`src/rtl/fb_fill_pkg.sv`:
```
// Shared types and constants for the framebuffer fill engine.
// Holds the FSM state encoding, default widths and the full write mask.
package fb_fill_pkg;

    localparam int FILL_ADDR_BITS   = 24;
    localparam int FILL_DIM_BITS    = 11;
    localparam int FILL_STRIDE_BITS = 12;

    localparam logic [1:0] FILL_WMASK_ALL = 2'b11;

    typedef enum logic [1:0] {
        FILL_IDLE,
        FILL_ISSUE,
        FILL_FINISH
    } fill_state_t;

endpackage

```
`src/rtl/fb_fill_addr_gen.sv`:
```
// Walks a WxH rectangle one word per accepted command, tracking column, row and row base.
// Presents the address of the word after the current one, plus a flag for the final word.
import fb_fill_pkg::*;

module fb_fill_addr_gen #(
    parameter int ADDR_BITS   = FILL_ADDR_BITS,
    parameter int DIM_BITS    = FILL_DIM_BITS,
    parameter int STRIDE_BITS = FILL_STRIDE_BITS
) (
    input  logic                   clk_i,
    input  logic                   rst_n_i,
    input  logic                   load_i,
    input  logic                   advance_i,
    input  logic [ADDR_BITS-1:0]   base_addr_i,
    input  logic [STRIDE_BITS-1:0] stride_i,
    input  logic [DIM_BITS-1:0]    width_i,
    input  logic [DIM_BITS-1:0]    height_i,
    output logic [ADDR_BITS-1:0]   next_addr_o,
    output logic                   last_word_o
);

    logic [DIM_BITS-1:0]  x_q;
    logic [DIM_BITS-1:0]  y_q;
    logic [ADDR_BITS-1:0] rowBase_q;

    logic                 lastCol;
    logic [DIM_BITS-1:0]  xNext;
    logic [ADDR_BITS-1:0] rowStep;

    // Address arithmetic wraps modulo 2^ADDR_BITS; stride and column are zero-extended.
    always_comb begin
        lastCol     = (x_q == (width_i - DIM_BITS'(1)));
        xNext       = x_q + DIM_BITS'(1);
        rowStep     = rowBase_q + ADDR_BITS'(stride_i);
        next_addr_o = lastCol ? rowStep : (rowBase_q + ADDR_BITS'(xNext));
        last_word_o = lastCol && (y_q == (height_i - DIM_BITS'(1)));
    end

    always_ff @(posedge clk_i) begin
        if (!rst_n_i) begin
            x_q       <= '0;
            y_q       <= '0;
            rowBase_q <= '0;
        end else if (load_i) begin
            x_q       <= '0;
            y_q       <= '0;
            rowBase_q <= base_addr_i;
        end else if (advance_i) begin
            if (lastCol) begin
                x_q       <= '0;
                y_q       <= y_q + DIM_BITS'(1);
                rowBase_q <= rowStep;
            end else begin
                x_q <= xNext;
            end
        end
    end

endmodule

```
`src/rtl/fb_fill_engine.sv`:
```
// SDRAM write-side DMA that fills a rectangle of 16-bit words with a constant value.
// Drives one arbiter requester port and pulses done_o once at completion or abort.
import fb_fill_pkg::*;

module fb_fill_engine #(
    parameter int ADDR_BITS   = FILL_ADDR_BITS,
    parameter int DIM_BITS    = FILL_DIM_BITS,
    parameter int STRIDE_BITS = FILL_STRIDE_BITS
) (
    input  logic                   clk_i,
    input  logic                   rst_n_i,
    input  logic                   start_i,
    input  logic                   abort_i,
    input  logic [ADDR_BITS-1:0]   base_addr_i,
    input  logic [STRIDE_BITS-1:0] stride_i,
    input  logic [DIM_BITS-1:0]    width_i,
    input  logic [DIM_BITS-1:0]    height_i,
    input  logic [15:0]            fill_value_i,
    output logic                   busy_o,
    output logic                   done_o,
    output logic                   sdram_cmd_valid,
    input  logic                   sdram_cmd_ready,
    output logic                   sdram_wr,
    output logic [ADDR_BITS-1:0]   sdram_addr_x16,
    output logic [15:0]            sdram_wdata,
    output logic [1:0]             sdram_wmask
);

    fill_state_t            state_q;
    logic [STRIDE_BITS-1:0] stride_q;
    logic [DIM_BITS-1:0]    width_q;
    logic [DIM_BITS-1:0]    height_q;
    logic                   abortPending_q;
    logic                   busy_q;
    logic                   done_q;
    logic                   valid_q;
    logic [ADDR_BITS-1:0]   addr_q;
    logic [15:0]            wdata_q;
    logic [1:0]             wmask_q;

    logic                   load;
    logic                   accept;
    logic [ADDR_BITS-1:0]   nextAddr;
    logic                   lastWord;

    assign load   = (state_q == FILL_IDLE) && start_i;
    assign accept = (state_q == FILL_ISSUE) && valid_q && sdram_cmd_ready;

    fb_fill_addr_gen #(
        .ADDR_BITS   (ADDR_BITS),
        .DIM_BITS    (DIM_BITS),
        .STRIDE_BITS (STRIDE_BITS)
    ) u_addr_gen (
        .clk_i       (clk_i),
        .rst_n_i     (rst_n_i),
        .load_i      (load),
        .advance_i   (accept),
        .base_addr_i (base_addr_i),
        .stride_i    (stride_q),
        .width_i     (width_q),
        .height_i    (height_q),
        .next_addr_o (nextAddr),
        .last_word_o (lastWord)
    );

    // A zero-sized fill passes through FINISH twice: one busy cycle, then the done cycle.
    always_ff @(posedge clk_i) begin
        if (!rst_n_i) begin
            state_q        <= FILL_IDLE;
            stride_q       <= '0;
            width_q        <= '0;
            height_q       <= '0;
            abortPending_q <= 1'b0;
            busy_q         <= 1'b0;
            done_q         <= 1'b0;
            valid_q        <= 1'b0;
            addr_q         <= '0;
            wdata_q        <= '0;
            wmask_q        <= '0;
        end else begin
            case (state_q)
                FILL_IDLE: begin
                    done_q         <= 1'b0;
                    abortPending_q <= 1'b0;
                    if (start_i) begin
                        stride_q <= stride_i;
                        width_q  <= width_i;
                        height_q <= height_i;
                        wdata_q  <= fill_value_i;
                        busy_q   <= 1'b1;
                        if ((width_i == '0) || (height_i == '0)) begin
                            state_q <= FILL_FINISH;
                        end else begin
                            state_q <= FILL_ISSUE;
                            valid_q <= 1'b1;
                            addr_q  <= base_addr_i;
                            wmask_q <= FILL_WMASK_ALL;
                        end
                    end
                end
                FILL_ISSUE: begin
                    if (accept) begin
                        if (lastWord || abort_i || abortPending_q) begin
                            state_q        <= FILL_FINISH;
                            valid_q        <= 1'b0;
                            wmask_q        <= '0;
                            busy_q         <= 1'b0;
                            done_q         <= 1'b1;
                            abortPending_q <= 1'b0;
                        end else begin
                            addr_q <= nextAddr;
                        end
                    end else if (abort_i) begin
                        abortPending_q <= 1'b1;
                    end
                end
                FILL_FINISH: begin
                    if (done_q) begin
                        done_q  <= 1'b0;
                        state_q <= FILL_IDLE;
                    end else begin
                        done_q <= 1'b1;
                        busy_q <= 1'b0;
                    end
                end
                default: begin
                    state_q <= FILL_IDLE;
                end
            endcase
        end
    end

    assign busy_o          = busy_q;
    assign done_o          = done_q;
    assign sdram_cmd_valid = valid_q;
    assign sdram_wr        = valid_q;
    assign sdram_addr_x16  = addr_q;
    assign sdram_wdata     = wdata_q;
    assign sdram_wmask     = wmask_q;

endmodule

```
`config.mk`:
```
export PLATFORM = sky130hd
export DESIGN_NAME = fb_fill_engine
export DESIGN_NICKNAME = d
export VERILOG_FILES = /design/src/rtl/fb_fill_pkg.sv /design/src/rtl/fb_fill_addr_gen.sv /design/src/rtl/fb_fill_engine.sv
export SDC_FILE = /design/constraint.sdc
export NUM_CORES = 1
export LEC_CHECK = 0
export ABC_AREA = 1
export CORE_MARGIN = 3
export CORE_UTILIZATION = 40
export CTS_BUF_LIST = sky130_fd_sc_hd__clkbuf_4
export DETAILED_ROUTE_END_ITERATION = 8
export SLEW_MARGIN = 0
export SYNTH_ARGS = -nofsm -noshare
export SYNTH_HDL_FRONTEND = slang
export SYNTH_HIERARCHICAL = 1
export SYNTH_SLANG_ARGS = --single-unit
```
`constraint.sdc`:
```
create_clock -name clk_i -period 4.05 [get_ports clk_i]
set_input_delay 0.81 -clock clk_i [delete_from_list [all_inputs] [get_ports clk_i]]
set_output_delay 0.81 -clock clk_i [all_outputs]
set_load 0.005 [all_outputs]
```
==> Flow_metrics.wiki <==
{| class="wikitable"
! Metric !! Value
|-
| Run status || completed
|-
| Ys Warns || 6
|-
| Fin nets || 1,627
|-
| Worst clock skew on the final layout || 0.0146 ns
|-
| Number of antenna violations at the first check in global routing || 1
|-
| Most used flip-flop cell after synthesis || sky130_fd_sc_hd__dfxtp_1
|-
| Number of buffers inserted for hold repair after clock tree synthesis || 0
|-
| Worst-margin pin slew || approximately 0.85 ns
|-
| Footprint of the multi-input gates || roughly 5400 um^2
|-
| Post-detailed-placement half-perimeter wirelength || between 15,000 and 20,000 um
|-
| Post-detailed-route via-to-cell ratio || between 4 and 5
|-
| Worst-skew pair later-pin latency || about 0.54 ns
|-
| Layout cell share with drive strength beyond 1 || between 5 and 6%
|-
| Core area || around 21,000 um^2
|-
| Per-instance average area after synthesis || slightly above 6 um^2
|-
| Max FO, Critical Path || 21
|-
| Root buffer cell || sky130_fd_sc_hd__clkbuf_4
|-
| Number of global-route vias before repair || ~8,000
|-
| Detailed Route Iter0 Violations || between 600 and 700
|-
| Routability-driven placement congestion ratio || 0.957
|-
| Die width || ~150 um
|-
| Final Hold Viols || 0
|-
| Initial Utilization || between 40% and 50%
|-
| Port Buffer Count || 124
|-
| Max Cap Violations || 0
|-
| Residual overflow from global routing || 0
|-
| Critical Path Start || width_q[0]$_SDFFE_PN0P_
|-
| Library cells used by synthesis || 42
|-
| Worst Path Class, Setup || register to register
|-
| Pre-antenna DRT Iters || 5
|-
| Number of top-level design ports || about 130
|-
| Floorplan die height || ~150 um
|-
| Fraction of the mapped netlist area in simple logic gates || 39.5%
|-
| Post-synthesis xor/xnor area fraction || 5.34%
|-
| Reg-to-reg setup timing slack || roughly 0.44 ns
|-
| Relative area change from synthesis to final layout || 19.6%
|-
| Final ANT Viol Nets || 0
|-
| Startpoint of the worst register-to-register path || width_q[0]$_SDFFE_PN0P_
|-
| Startpoint kind of the worst setup timing path || register
|-
| Nets in the synthesized netlist || 1,524
|-
| Detailed-route DRC error count || 0
|-
| Cell count after synthesis || around 1,400
|-
| Min-delay src || busy_o$_SDFFE_PN0P_
|-
| Storage element area || 2520 um^2
|-
| Data required time of the worst path || roughly 4.5 ns
|-
| Finish-stage setup viols || 0
|-
| Share of synthesized cell area in full adder, half adder and majority cells || ~5.4%
|-
| Post-layout util || between 40% and 50%
|-
| CTS tree || yes
|-
| Number of register bits inferred by synthesis || 126
|-
| Time the final worst path needs with I/O delays and setup || 3.61 ns
|-
| Area fraction in compound gates after synthesis || 11.0%
|-
| Vias post-DR || ~9,000
|-
| CP Data Arrival Time || between 4 and 5 ns
|-
| Maximum number of pins on one net before global-route repair || 80
|-
| GRT Resource Usage Total || 21.3%
|-
| CTS HTree Levels || 4
|-
| Clock slew at reported path FFs || 0.11 ns
|-
| Detailed Route WL || roughly 25,000 um
|-
| Post-synth ARST share || 0%
|-
| Die area || approximately 24,000 um^2
|-
| Largest family of logic cells by synthesized area || simple AND/OR/NAND/NOR gates
|-
| Final clock period utilization by the worst path || 89.2%
|-
| Setup repair after global routing missed its margin || no
|-
| Number of fillers in the final layout || around 2,300
|-
| Sequential fraction of the synthesis area || between 20 and 30%
|-
| Lkg Pwr || 0.00472 uW
|-
| Clock sinks || 126
|-
| Post-Route Hold Slack || 0.479 ns
|-
| Max clock buf depth || 2
|-
| Proportion of synthesized area in mux cells || less than 1%
|-
| Per-cell routed wire length || around 14 um
|-
| Peak supply drop || 0.000246 V
|-
| Slew HR || a little over two fifths
|-
| Wire length of the first global-routing pass || 41,100 um
|-
| Power density relative to cell area || 533 nW/um^2
|-
| Endpoint class of the critical path || register
|-
| Class of the tightest hold or removal check || register to register
|-
| Number of enable flip-flop cells after synthesis || 0
|-
| Number of CTS-inserted buffers || 17
|-
| Peak clock frequency supported by timing || ~280 MHz
|-
| Cell area after synthesis || slightly below 9000 um^2
|-
| Setup total negative slack || 0 ns
|-
| Count of final max-slew check failures || 0
|-
| Row count || 53
|}
## sequential cells by signal (all words and copies together), names as in the netlist, 2 cells and up
name and flops:
sdram_addr_x16 24, u_addr_gen/rowBase_q 24, sdram_wdata 16, stride_q 12, height_q 11, u_addr_gen/x_q 11, u_addr_gen/y_q 11, width_q 11
state_q 2
## power breakdown
group	switching (uW)	total, uW	leakage [uW]	internal (uW)
combinational	1740	2850	0.00353	1120
clock	501	926	0.000149	424
sequential	234	1770	0.00103	1530
## cell usage after synthesis, drive strengths merged (2+ instances only)
| cell type | n | share of area, % |
|---|---|---|
| a21oi | 73 | 4.3 |
| a22oi | 2 | 0.17 |
| a31oi | 3 | 0.22 |
| buf | 22 | 1.7 |
| clkbuf | 30 | 1.3 |
| clkinv | 2 | 0.086 |
| dfxtp | 126 | 29 |
| fa | 2 | 0.46 |
| ha | 34 | 4.9 |
| inv | 136 | 5.9 |
| mux2i | 7 | 0.81 |
| nand2 | 422 | 18 |
| nand3 | 105 | 6.4 |
| nand3b | 5 | 0.43 |
| nand4 | 24 | 1.9 |
| nor2 | 230 | 11 |
| nor3 | 18 | 1.0 |
| nor4 | 2 | 0.14 |
| o21a | 3 | 0.26 |
| o21ai | 98 | 5.6 |
| or2 | 5 | 0.36 |
| or3 | 2 | 0.14 |
| xnor2 | 14 | 1.4 |
| xor2 | 39 | 3.9 |
## repair_timing
action	CTS	global route
gates resized for setup	0	1
setup buffers	0	0
setup endpoints to repair	0	24
## layout by cell type, fill, tap and decap left out, drive strengths merged, types with 6 or more instances in the layout
cell type,netlist,layout
nor2,230,230
nand3,105,106
clkbuf,30,18
nand4,24,24
clkinv,2,6
clkdlybuf4s50,0,123
nor3,18,18
buf,22,12
inv,136,139
mux2i,7,7
dfxtp,126,126
xnor2,14,14
ha,34,34
o21ai,98,98
a21oi,73,73
xor2,39,39
nand2,422,422
## metrics by stage
step | setup WS (ns) | instance area (um^2) | total power [uW] | instances
floorplan | 1.21 | 8690 | 3760 | 1409
global placement | 0.364 | 10100 | 4600 | 1767
detailed placement | 0.398 | 10100 | 4610 | 1767
CTS | 0.351 | 10400 | 5560 | 1797
global route | 0.0351 | 10400 | 6070 | 1800
finish | 0.437 | 10400 | 5550 | 1800
## worst paths after layout
check / to / cells after the start
max: sdram_addr_x16[0]$_SDFFE_PN0P_ / 19
min: busy_o$_SDFFE_PN0P_ / 2
min reg2reg: busy_o$_SDFFE_PN0P_ / 2
max reg2reg: sdram_addr_x16[0]$_SDFFE_PN0P_ / 19
## cells by family (layout without fill, tap and decap cells)
| group | Yosys count | in the layout |
|---|---|---|
| adder cells (fa/ha/maj) | 36 | 36 |
| flip-flops | 126 | 126 |
| AND/OR/NAND/NOR | 814 | 815 |
| other | 0 | 2 |
| XOR/XNOR | 53 | 53 |
| buffers and inverters | 190 | 303 |
| multiplexers | 7 | 7 |
| AO/OA/AOI/OAI | 183 | 183 |
## area by class of cell
cell class	count	share of cell area (%)
Antenna cell	2	0.0481
Clock buffer	18	1.30
Clock inverter	12	1.40
Inverter	138	4.98
Multi-Input combinational cell	1094	52.0
Sequential cell	126	24.3
Tap cell	275	3.31
Timing Repair Buffer	135	12.7
## worst max-delay path, stage by stage, from the launching register on
cell                      delay, ns
sky130_fd_sc_hd__dfxtp_1       0.36
sky130_fd_sc_hd__inv_1         0.17
sky130_fd_sc_hd__ha_1          0.26
sky130_fd_sc_hd__inv_1         0.09
sky130_fd_sc_hd__nor2_2        0.16
sky130_fd_sc_hd__nand3_1       0.16
sky130_fd_sc_hd__nor3_1        0.23
sky130_fd_sc_hd__nor2_1        0.06
sky130_fd_sc_hd__nand2_1       0.10
sky130_fd_sc_hd__nor2_4        0.06
sky130_fd_sc_hd__nand3_4       0.20
sky130_fd_sc_hd__inv_1         0.26
sky130_fd_sc_hd__nand2_1       0.12
sky130_fd_sc_hd__nor2_1        0.04
sky130_fd_sc_hd__nor3_1        0.14
sky130_fd_sc_hd__nand2_1       0.13
sky130_fd_sc_hd__a21oi_4       0.36
sky130_fd_sc_hd__nand3_4       0.31
sky130_fd_sc_hd__nor2_1        0.22
sky130_fd_sc_hd__nor2_1        0.06
## routing by layer
metal  global-route usage, %  routed length [um]  vias to the layer above
met1                    31.2               12600                     3949
li1                        -                   -                     4710
met4                    6.43                 454                        0
met3                    4.50                1770                       26
met5                       0                   0                        -
met2                    31.5               10500                      247
(Power assumes the default switching activity.)
